==> config.mk <==
export PLATFORM = sky130hd
export DESIGN_NAME = kernel_axil_master
export DESIGN_NICKNAME = d
export VERILOG_FILES = /design/src/rtl/kernel_axil_master.sv
export SDC_FILE = /design/constraint.sdc
export NUM_CORES = 1
export LEC_CHECK = 0
export CORE_AREA = 2 2 102 79
export DETAILED_ROUTE_END_ITERATION = 8
export DIE_AREA = 0 0 104 81
export DONT_BUFFER_PORTS = 1
export GPL_TIMING_DRIVEN = 1
export HOLD_SLACK_MARGIN = 0.12
export PLACE_DENSITY = 0.69
export SLEW_MARGIN = 10
export SYNTH_ARGS = -nofsm -noshare
export SYNTH_HDL_FRONTEND = slang
export SYNTH_SLANG_ARGS = --single-unit
==> constraint.sdc <==
create_clock -name aclk -period 1.8 [get_ports aclk]
set_input_delay 0.36 -clock aclk [delete_from_list [all_inputs] [get_ports aclk]]
set_output_delay 0.36 -clock aclk [all_outputs]
set_load 0.05 [all_outputs]
==> src/rtl/kernel_axil_master.sv <==
// Single-outstanding AXI4-Lite initiator: one local command becomes one AXI4-Lite
// read or write. Returns data/response and flags transactions that outlast C_TIMEOUT.
module kernel_axil_master #(
  parameter int C_ADDR_WIDTH = 12,
  parameter int C_DATA_WIDTH = 32,
  parameter int C_TIMEOUT    = 1024
) (
  input  logic                      aclk,
  input  logic                      areset,
  input  logic                      cmd_valid,
  output logic                      cmd_ready,
  input  logic                      cmd_write,
  input  logic [C_ADDR_WIDTH-1:0]   cmd_addr,
  input  logic [C_DATA_WIDTH-1:0]   cmd_wdata,
  input  logic [C_DATA_WIDTH/8-1:0] cmd_wstrb,
  output logic                      rsp_valid,
  input  logic                      rsp_ready,
  output logic                      rsp_write,
  output logic [C_DATA_WIDTH-1:0]   rsp_rdata,
  output logic [1:0]                rsp_resp,
  output logic                      timeout_err,
  input  logic                      timeout_clr,
  output logic                      awvalid,
  input  logic                      awready,
  output logic [C_ADDR_WIDTH-1:0]   awaddr,
  output logic                      wvalid,
  input  logic                      wready,
  output logic [C_DATA_WIDTH-1:0]   wdata,
  output logic [C_DATA_WIDTH/8-1:0] wstrb,
  input  logic                      bvalid,
  output logic                      bready,
  input  logic [1:0]                bresp,
  output logic                      arvalid,
  input  logic                      arready,
  output logic [C_ADDR_WIDTH-1:0]   araddr,
  input  logic                      rvalid,
  output logic                      rready,
  input  logic [C_DATA_WIDTH-1:0]   rdata,
  input  logic [1:0]                rresp
);

  localparam int SW = C_DATA_WIDTH / 8;
  localparam int CW = $clog2(C_TIMEOUT + 1);

  typedef enum logic [2:0] {IDLE, WR_REQ, WR_RESP, RD_ADDR, RD_DATA, RSP} state_t;

  state_t                  state_reg, state_next;
  logic                    awvalid_reg, awvalid_next;
  logic                    wvalid_reg, wvalid_next;
  logic                    bready_reg, bready_next;
  logic                    arvalid_reg, arvalid_next;
  logic                    rready_reg, rready_next;
  logic                    rsp_valid_reg, rsp_valid_next;
  logic [C_ADDR_WIDTH-1:0] addr_reg, addr_next;
  logic [C_DATA_WIDTH-1:0] wdata_reg, wdata_next;
  logic [SW-1:0]           wstrb_reg, wstrb_next;
  logic                    write_reg, write_next;
  logic [C_DATA_WIDTH-1:0] rdata_reg, rdata_next;
  logic [1:0]              resp_reg, resp_next;
  logic [CW-1:0]           cnt_reg, cnt_next;
  logic                    terr_reg, terr_next;
  logic                    active;
  logic                    fire;

  assign cmd_ready   = ~areset & (state_reg == IDLE);
  assign awvalid     = awvalid_reg;
  assign wvalid      = wvalid_reg;
  assign bready      = bready_reg;
  assign arvalid     = arvalid_reg;
  assign rready      = rready_reg;
  assign awaddr      = addr_reg;
  assign araddr      = addr_reg;
  assign wdata       = wdata_reg;
  assign wstrb       = wstrb_reg;
  assign rsp_valid   = rsp_valid_reg;
  assign rsp_write   = write_reg;
  assign rsp_rdata   = rdata_reg;
  assign rsp_resp    = resp_reg;
  assign timeout_err = terr_reg;

  assign active = (state_reg == WR_REQ) || (state_reg == WR_RESP) ||
                  (state_reg == RD_ADDR) || (state_reg == RD_DATA);
  // The error fires on the same edge the counter lands on C_TIMEOUT.
  assign fire   = active && (cnt_reg == CW'(C_TIMEOUT - 1));

  always_comb begin
    state_next     = state_reg;
    awvalid_next   = awvalid_reg;
    wvalid_next    = wvalid_reg;
    bready_next    = bready_reg;
    arvalid_next   = arvalid_reg;
    rready_next    = rready_reg;
    rsp_valid_next = rsp_valid_reg;
    addr_next      = addr_reg;
    wdata_next     = wdata_reg;
    wstrb_next     = wstrb_reg;
    write_next     = write_reg;
    rdata_next     = rdata_reg;
    resp_next      = resp_reg;
    case (state_reg)
      IDLE: begin
        if (cmd_valid) begin
          addr_next  = cmd_addr;
          wdata_next = cmd_wdata;
          wstrb_next = cmd_wstrb;
          write_next = cmd_write;
          if (cmd_write) begin
            awvalid_next = 1'b1;
            wvalid_next  = 1'b1;
            state_next   = WR_REQ;
          end else begin
            arvalid_next = 1'b1;
            state_next   = RD_ADDR;
          end
        end
      end
      WR_REQ: begin
        // AW and W complete independently; leave once neither is pending.
        if (awvalid_reg && awready) awvalid_next = 1'b0;
        if (wvalid_reg && wready)   wvalid_next  = 1'b0;
        if (!awvalid_next && !wvalid_next) begin
          bready_next = 1'b1;
          state_next  = WR_RESP;
        end
      end
      WR_RESP: begin
        if (bvalid) begin
          resp_next      = bresp;
          rdata_next     = '0;
          bready_next    = 1'b0;
          rsp_valid_next = 1'b1;
          state_next     = RSP;
        end
      end
      RD_ADDR: begin
        if (arready) begin
          arvalid_next = 1'b0;
          rready_next  = 1'b1;
          state_next   = RD_DATA;
        end
      end
      RD_DATA: begin
        if (rvalid) begin
          rdata_next     = rdata;
          resp_next      = rresp;
          rready_next    = 1'b0;
          rsp_valid_next = 1'b1;
          state_next     = RSP;
        end
      end
      RSP: begin
        if (rsp_ready) begin
          rsp_valid_next = 1'b0;
          state_next     = IDLE;
        end
      end
      default: state_next = IDLE;
    endcase
  end

  always_comb begin
    cnt_next = '0;
    if (active)
      cnt_next = (cnt_reg == CW'(C_TIMEOUT)) ? cnt_reg : cnt_reg + CW'(1);
    terr_next = fire ? 1'b1 : (timeout_clr ? 1'b0 : terr_reg);
  end

  always_ff @(posedge aclk) begin
    if (areset) begin
      state_reg     <= IDLE;
      awvalid_reg   <= 1'b0;
      wvalid_reg    <= 1'b0;
      bready_reg    <= 1'b0;
      arvalid_reg   <= 1'b0;
      rready_reg    <= 1'b0;
      rsp_valid_reg <= 1'b0;
      addr_reg      <= '0;
      wdata_reg     <= '0;
      wstrb_reg     <= '0;
      write_reg     <= 1'b0;
      rdata_reg     <= '0;
      resp_reg      <= '0;
      cnt_reg       <= '0;
      terr_reg      <= 1'b0;
    end else begin
      state_reg     <= state_next;
      awvalid_reg   <= awvalid_next;
      wvalid_reg    <= wvalid_next;
      bready_reg    <= bready_next;
      arvalid_reg   <= arvalid_next;
      rready_reg    <= rready_next;
      rsp_valid_reg <= rsp_valid_next;
      addr_reg      <= addr_next;
      wdata_reg     <= wdata_next;
      wstrb_reg     <= wstrb_next;
      write_reg     <= write_next;
      rdata_reg     <= rdata_next;
      resp_reg      <= resp_next;
      cnt_reg       <= cnt_next;
      terr_reg      <= terr_next;
    end
  end

endmodule
==> results.cfg, run 1 <==
[route]
first_pass_iters = 4
routed_wl_mm = 8.88
via_count = 3131
detail_route.iter0.violations = 203
ant_nets = 0
detail_route.vias_per_cell = 5.48
drcViolationCount = 0
wl_per_cell_um = 15.5

[clock_tree]
root_buffer = clkbuf_8
cts_hold_buffers = 1
clk_transition_reported_paths_ns = 0.09
cts_num_sinks = 104
clkLatencyLatePin_ns = 0.36
clock_tree_from_tritoncts = yes
htree_levels = 3
tritoncts.num_buffers = 9
cts-root-to-sink-buffers = 2

[layout]
register_area_um2 = 2080
layout_utilization_pct = 57.6
post-route-cell-area_um2 = 4360
fillCellCount = 711
multi_input_area_um2 = 1680
layout.cells.most_common_list = nand2_1, dfxtp_1, a21oi_1, nor2_1, a22oi_1
areaGrowthSynthToFinish_pct = 9.42
fin_nets = 559
layout.cells.most_common = nand2_1
number_of_antenna_repair_diodes = 0
ratio_of_cells_with_drive_above_1_in_the_final_layout_pct = 10.9

[synth]
fraction_of_the_mapped_netlist_area_in_compound_gates_pct = 16.0
synth_seq_area_share_pct = 52.2
adder_and_majority_gate_portion_of_the_synthesized_area_pct = 0.628
ys_top_cells_by_area = dfxtp_1, nand2_1, a21oi_1, a22oi_1, nor2_1
synth.cell_area_um2 = 3990
ys_dominant_reg_cell = dfxtp_1
synth_top_cell_by_area = dfxtp_1
asyncSetResetFlopFracSynth_pct = 0
synth_enable_flop_cells = 0
synthesis.area_per_instance_um2 = 8.52
synth.net_count = 565
synth_top_family_by_area = simple AND/OR/NAND/NOR gates
synth_simple_gate_area_share_pct = 20.7
ys_types = 46
yosys.area_share.xor_xnor_pct = 1.76
postSynthCellCount = 468
post_synth_mux_area_share_pct = 2.35
synth_seq_cells = 104
synth_top_area_share_pct = 52.2
yosysWarnings = 0

[worst_setup_path]
timing.critical_path.required_ns = 1.44
critPathSlowestCell = dfxtp_2
path_max_fanout = 9
cp_data_arrival_time_ns = 1.37
cp_slowest_stage_delay_ns = 0.38
crit_path_cell_trace = buf_4 > nor4_4 > buf_6
critical_path.top_delay_family = flip-flops
critPathCaptureType = output port
crit_buf_inv = 2
cp-start-kind = register
worstSetupPathType = register to output port

[floorplan]
row_count = 28
die_area_um2 = 8420
horiz_die_dim_um = 104
die_y_um = 81
floorplan.initialDensity_pct = 52.7
ios = 198
coreArea_um2 = 7570

[global_route]
wire_length_of_the_first_global_routing_pass_mm = 14.0
pin_count_of_the_biggest_net_entering_global_routing = 98
antenna_found_initial = 0
gr_ovfl_total = 0
total_routing_resource_utilization_after_global_routing_pct = 20.6
number_of_global_route_vias_before_repair = 2966

[worst_hold_path]
holdCritPathClass = input port to register

[placement]
io_buf_count = 0
place_worst_setup_slack_ns = 0.119
detailed_place_hpwl_mm = 6.15
gp_congestion = 0.799
placement.cell_area_um2 = 4160

[timing]
timing.final.crit_share_pct = 96.2
worst_slew_pin_slew_ns = 0.569
timing.clock.skew_ns = 0.0125
finalSetupTns_ns = 0
max_clock_freq_mhz = 578
finalWorstSetupSlack_ns = 0.0690
finalHoldViolations = 0
final_max_tran_viols = 0
grt_setup_unrepaired = false
max_slew_margin_pct = 62.0
final-setup-viol-count = 0
min_clock_period_post_route_ns = 1.73

[power_and_ir_drop]
pwr_density_cell_nw_per_um2 = 1630
comb_power_share_pct = 28.8
clock_power_share_pct = 19.8
sequentialPowerShare_pct = 51.3
p_sw_share_pct = 43.9
power.static_leakage_nw = 1.60
ir_drop_mv = 0.641
netSwitchingPower_w = 0.00312
internal-power_w = 0.00398

[run_status]
run_status = finished clean

[job]
max_cap_violations = 0
[logic make-up after synthesis]
kind of cell,after synthesis
simple gates,194
flops,104
compound gates,102
buf+inv,49
mux,9
xor+xnor,8
fa+ha+maj,2
[power by group through the flow]
stage	logic [W]	clock network, W	registers [W]
after floorplan	0.00144	0	0.00385
after global placement	0.00199	0	0.00369
after detailed placement	0.00205	0	0.00369
after CTS	0.00206	0.00146	0.00364
after global routing	0.00224	0.00154	0.00369
final	0.00205	0.00141	0.00364
[final timing paths]
kind                              startpoint  slack [ns]  cells past startpoint            to
worst min register to register     araddr[2]        0.46                      2     araddr[2]
worst min-delay path                  areset        0.07                      1      wdata[7]
worst max-delay path            state_reg[0]        0.07                      3     cmd_ready
worst max register to register  state_reg[0]        0.14                      6  state_reg[2]
[worst register-to-register path: stages (launching register included)]
cell and delay, ns:
dfxtp_2 0.43, buf_4 0.17, mux2i_1 0.18, nor3_1 0.06, a21oi_1 0.12, nor2_1 0.05, dlygate4sd3_1 0.55
[layer usage]
metal / vias to the layer above / wire length [µm] / global-route usage (%)
met5: - / 0 / 0
met4: 0 / 76 / 6.22
met3: 6 / 724 / 7.46
met2: 135 / 4350 / 35.9
met1: 1443 / 3730 / 24.3
li1: 1547 / - / -
[stage by stage]
stage	power, W	std cells	hold WS, ns
global route	0.00747	571	0.0373
finish	0.00710	571	0.0666
detailed placement	0.00574	555	0.440
CTS	0.00717	571	0.0412
floorplan	0.00529	468	0.476
global placement	0.00568	555	0.436
[cell type report]
class,count,area share (%)
clock inverters,4,1.26
inverters,4,0.344
flip-flops and latches,104,47.8
repair buffers,28,6.11
multi-input cells,315,38.5
well taps,105,3.01
clock buffers,11,3.01
[cells in the mapped netlist, types with 2 or more instances]
master    instances
clkbuf_1         20
buf_4            12
nor2_1           51
xnor2_1           3
nand2b_1          4
nor4_1            2
and3b_1           2
inv_1             4
a21oi_1          56
mux2_2            2
nor3_1            5
mux2i_1           6
a22oi_1          32
nand4_1           3
o21ai_0           2
dfxtp_1         104
nand3_1           4
ha_1              2
buf_2            11
xor2_1            5
nand2_1         110
nor2b_1           4
[what timing repair did]
item                       4_1_cts  5_1_grt
hold endpoints to repair        90       89
buffers inserted                 0        0
cloned                           0        0
resized for setup                2        1
setup endpoints to repair        1        1
Power figures use the tool's default switching activity.
==> run 2, diff against run 1 <==
--- a/config.mk
+++ b/config.mk
@@ -5,13 +5,12 @@
 export SDC_FILE = /design/constraint.sdc
 export NUM_CORES = 1
 export LEC_CHECK = 0
-export CORE_AREA = 2 2 102 79
+export CORE_AREA = 2 2 112 87
 export DETAILED_ROUTE_END_ITERATION = 8
-export DIE_AREA = 0 0 104 81
+export DIE_AREA = 0 0 114 89
 export DONT_BUFFER_PORTS = 1
 export GPL_TIMING_DRIVEN = 1
 export HOLD_SLACK_MARGIN = 0.12
-export PLACE_DENSITY = 0.69
 export SLEW_MARGIN = 10
 export SYNTH_ARGS = -nofsm -noshare
 export SYNTH_HDL_FRONTEND = slang
==> run 2 against run 1 <==
Total power is 7.0% higher. Register-to-register slack worse by 0.03 ns. Fmax is 1.3% higher. Hold slack better by 0.026 ns. First-iteration DRC count is 2.5% lower. Worst setup slack better by 0.022 ns. Sequential cell count stayed put. Combinational power is 3% higher. Critical path depth stayed put. Clock skew is 0.0078 ns lower. Via count is 1.0% higher. Critical path type unchanged. Largest power group unchanged.
==> results.cfg, run 2 (same netlist as run 1, synthesis figures left out) <==
[global_route]
number_of_global_route_vias_before_repair = 2886
total_routing_resource_utilization_after_global_routing_pct = 16.8
gr_ovfl_total = 0
antenna_found_initial = 0
wire_length_of_the_first_global_routing_pass_mm = 13.4
pin_count_of_the_biggest_net_entering_global_routing = 98

[worst_setup_path]
worstSetupPathType = register to output port
cp-start-kind = register
timing.critical_path.required_ns = 1.44
path_max_fanout = 11
rrSetupSlack_ns = 0.11
critPathCaptureType = output port
cp_data_arrival_time_ns = 1.35

[job]
max_cap_violations = 0

[layout]
post-route-cell-area_um2 = 4490
ratio_of_cells_with_drive_above_1_in_the_final_layout_pct = 11.3
areaGrowthSynthToFinish_pct = 12.6
fillCellCount = 854
multi_input_area_um2 = 1680
number_of_antenna_repair_diodes = 0
fin_nets = 562
layout.cells.most_common_list = nand2_1, dfxtp_1, a21oi_1, nor2_1, a22oi_1
layout.cells.most_common = nand2_1
layout_utilization_pct = 50.2
register_area_um2 = 2080
final_cell_count_no_fill = 581

[placement]
gp_congestion = 0.813
placement.cell_area_um2 = 4190
io_buf_count = 0
detailed_place_hpwl_mm = 6.21
place_inst = 565

[route]
detail_route.vias_per_cell = 5.44
via_count = 3163
route.top_layer_used = met4
wl_met2_mm = 4.11
dr_wl_met3_um = 848
routed_wl_mm = 8.80
ant_nets = 0
drcViolationCount = 0
first_pass_iters = 6
wl_met1_mm = 3.75
detail_route.iter0.violations = 198
wl_per_cell_um = 15.1

[clock_tree]
clock_tree_from_tritoncts = yes
cts-resized-gates = 0
clkLatencyLatePin_ns = 0.33
cts-root-to-sink-buffers = 2
htree_levels = 3
postCtsSetupRepairBufs = 0
root_buffer = clkbuf_16
clk_transition_reported_paths_ns = 0.06
cts_hold_buffers = 1
tritoncts.num_buffers = 9
cts_num_sinks = 104

[floorplan]
floorplan.initialDensity_pct = 44.6
die_area_um2 = 10100
ios = 198
horiz_die_dim_um = 114
row_count = 30
coreArea_um2 = 8930
die_y_um = 89

[run_status]
run_status = finished clean

[power_and_ir_drop]
power.static_leakage_nw = 1.67
pwr_density_cell_nw_per_um2 = 1690
ir_drop_mv = 0.579

[timing]
min_clock_period_post_route_ns = 1.71
timing.final.crit_share_pct = 95.0
grt_setup_unrepaired = false
final_max_tran_viols = 0
finalHoldViolations = 0
max_slew_margin_pct = 63.3
timing.clock.skew_ns = 0.00471
worst_slew_pin_slew_ns = 0.550
final-setup-viol-count = 0
finalSetupTns_ns = 0
max_clock_freq_mhz = 585

[worst_hold_path]
holdCritPathClass = input port to register
## run 2: routing by layer
layer	track usage [%]	vias to the layer above
li1	-	1554
met1	18.6	1457
met2	28.7	142
met3	7.66	10
met4	6.32	0
met5	0	-
## run 2: cell type report
class	instances	share of cell area [%]
well taps	112	3.12
repair buffers	31	6.36
clock buffers	10	5.10
multi-input cells	315	37.4
flip-flops and latches	104	46.4
inverters	4	0.335
clock inverters	5	1.28
## run 2: power by group
part / internal (W) / switching, W / total, W
Combinational: 0.000721 / 0.00139 / 0.00212
Clock: 0.00107 / 0.000808 / 0.00188
Sequential: 0.00263 / 0.000969 / 0.00360
## run 2: worst max-delay path, stage by stage, from the launching register on
cell	delay [ns]
dfxtp_1	0.38
buf_12	0.17
nor4_4	0.23
buf_4	0.23
## run 2: path summary, 6_finish.rpt
kind / start / to / cells past startpoint
min: areset / araddr[8] / 1
max reg2reg: state_reg[0] / state_reg[2] / 6
max: state_reg[0] / cmd_ready / 3
min reg2reg: araddr[6] / araddr[6] / 2
## run 2: per-stage QoR
| step | setup slack (ns) | power [W] | hold slack (ns) |
|---|---|---|---|
| after CTS | 0.0749 | 0.00769 | 0.0736 |
| final | 0.0908 | 0.00760 | 0.0922 |
| after global placement | 0.277 | 0.00573 | 0.437 |
| after detailed placement | 0.203 | 0.00579 | 0.440 |
| after floorplan | 0.182 | 0.00529 | 0.476 |
| after global routing | 0.0357 | 0.00800 | 0.0719 |
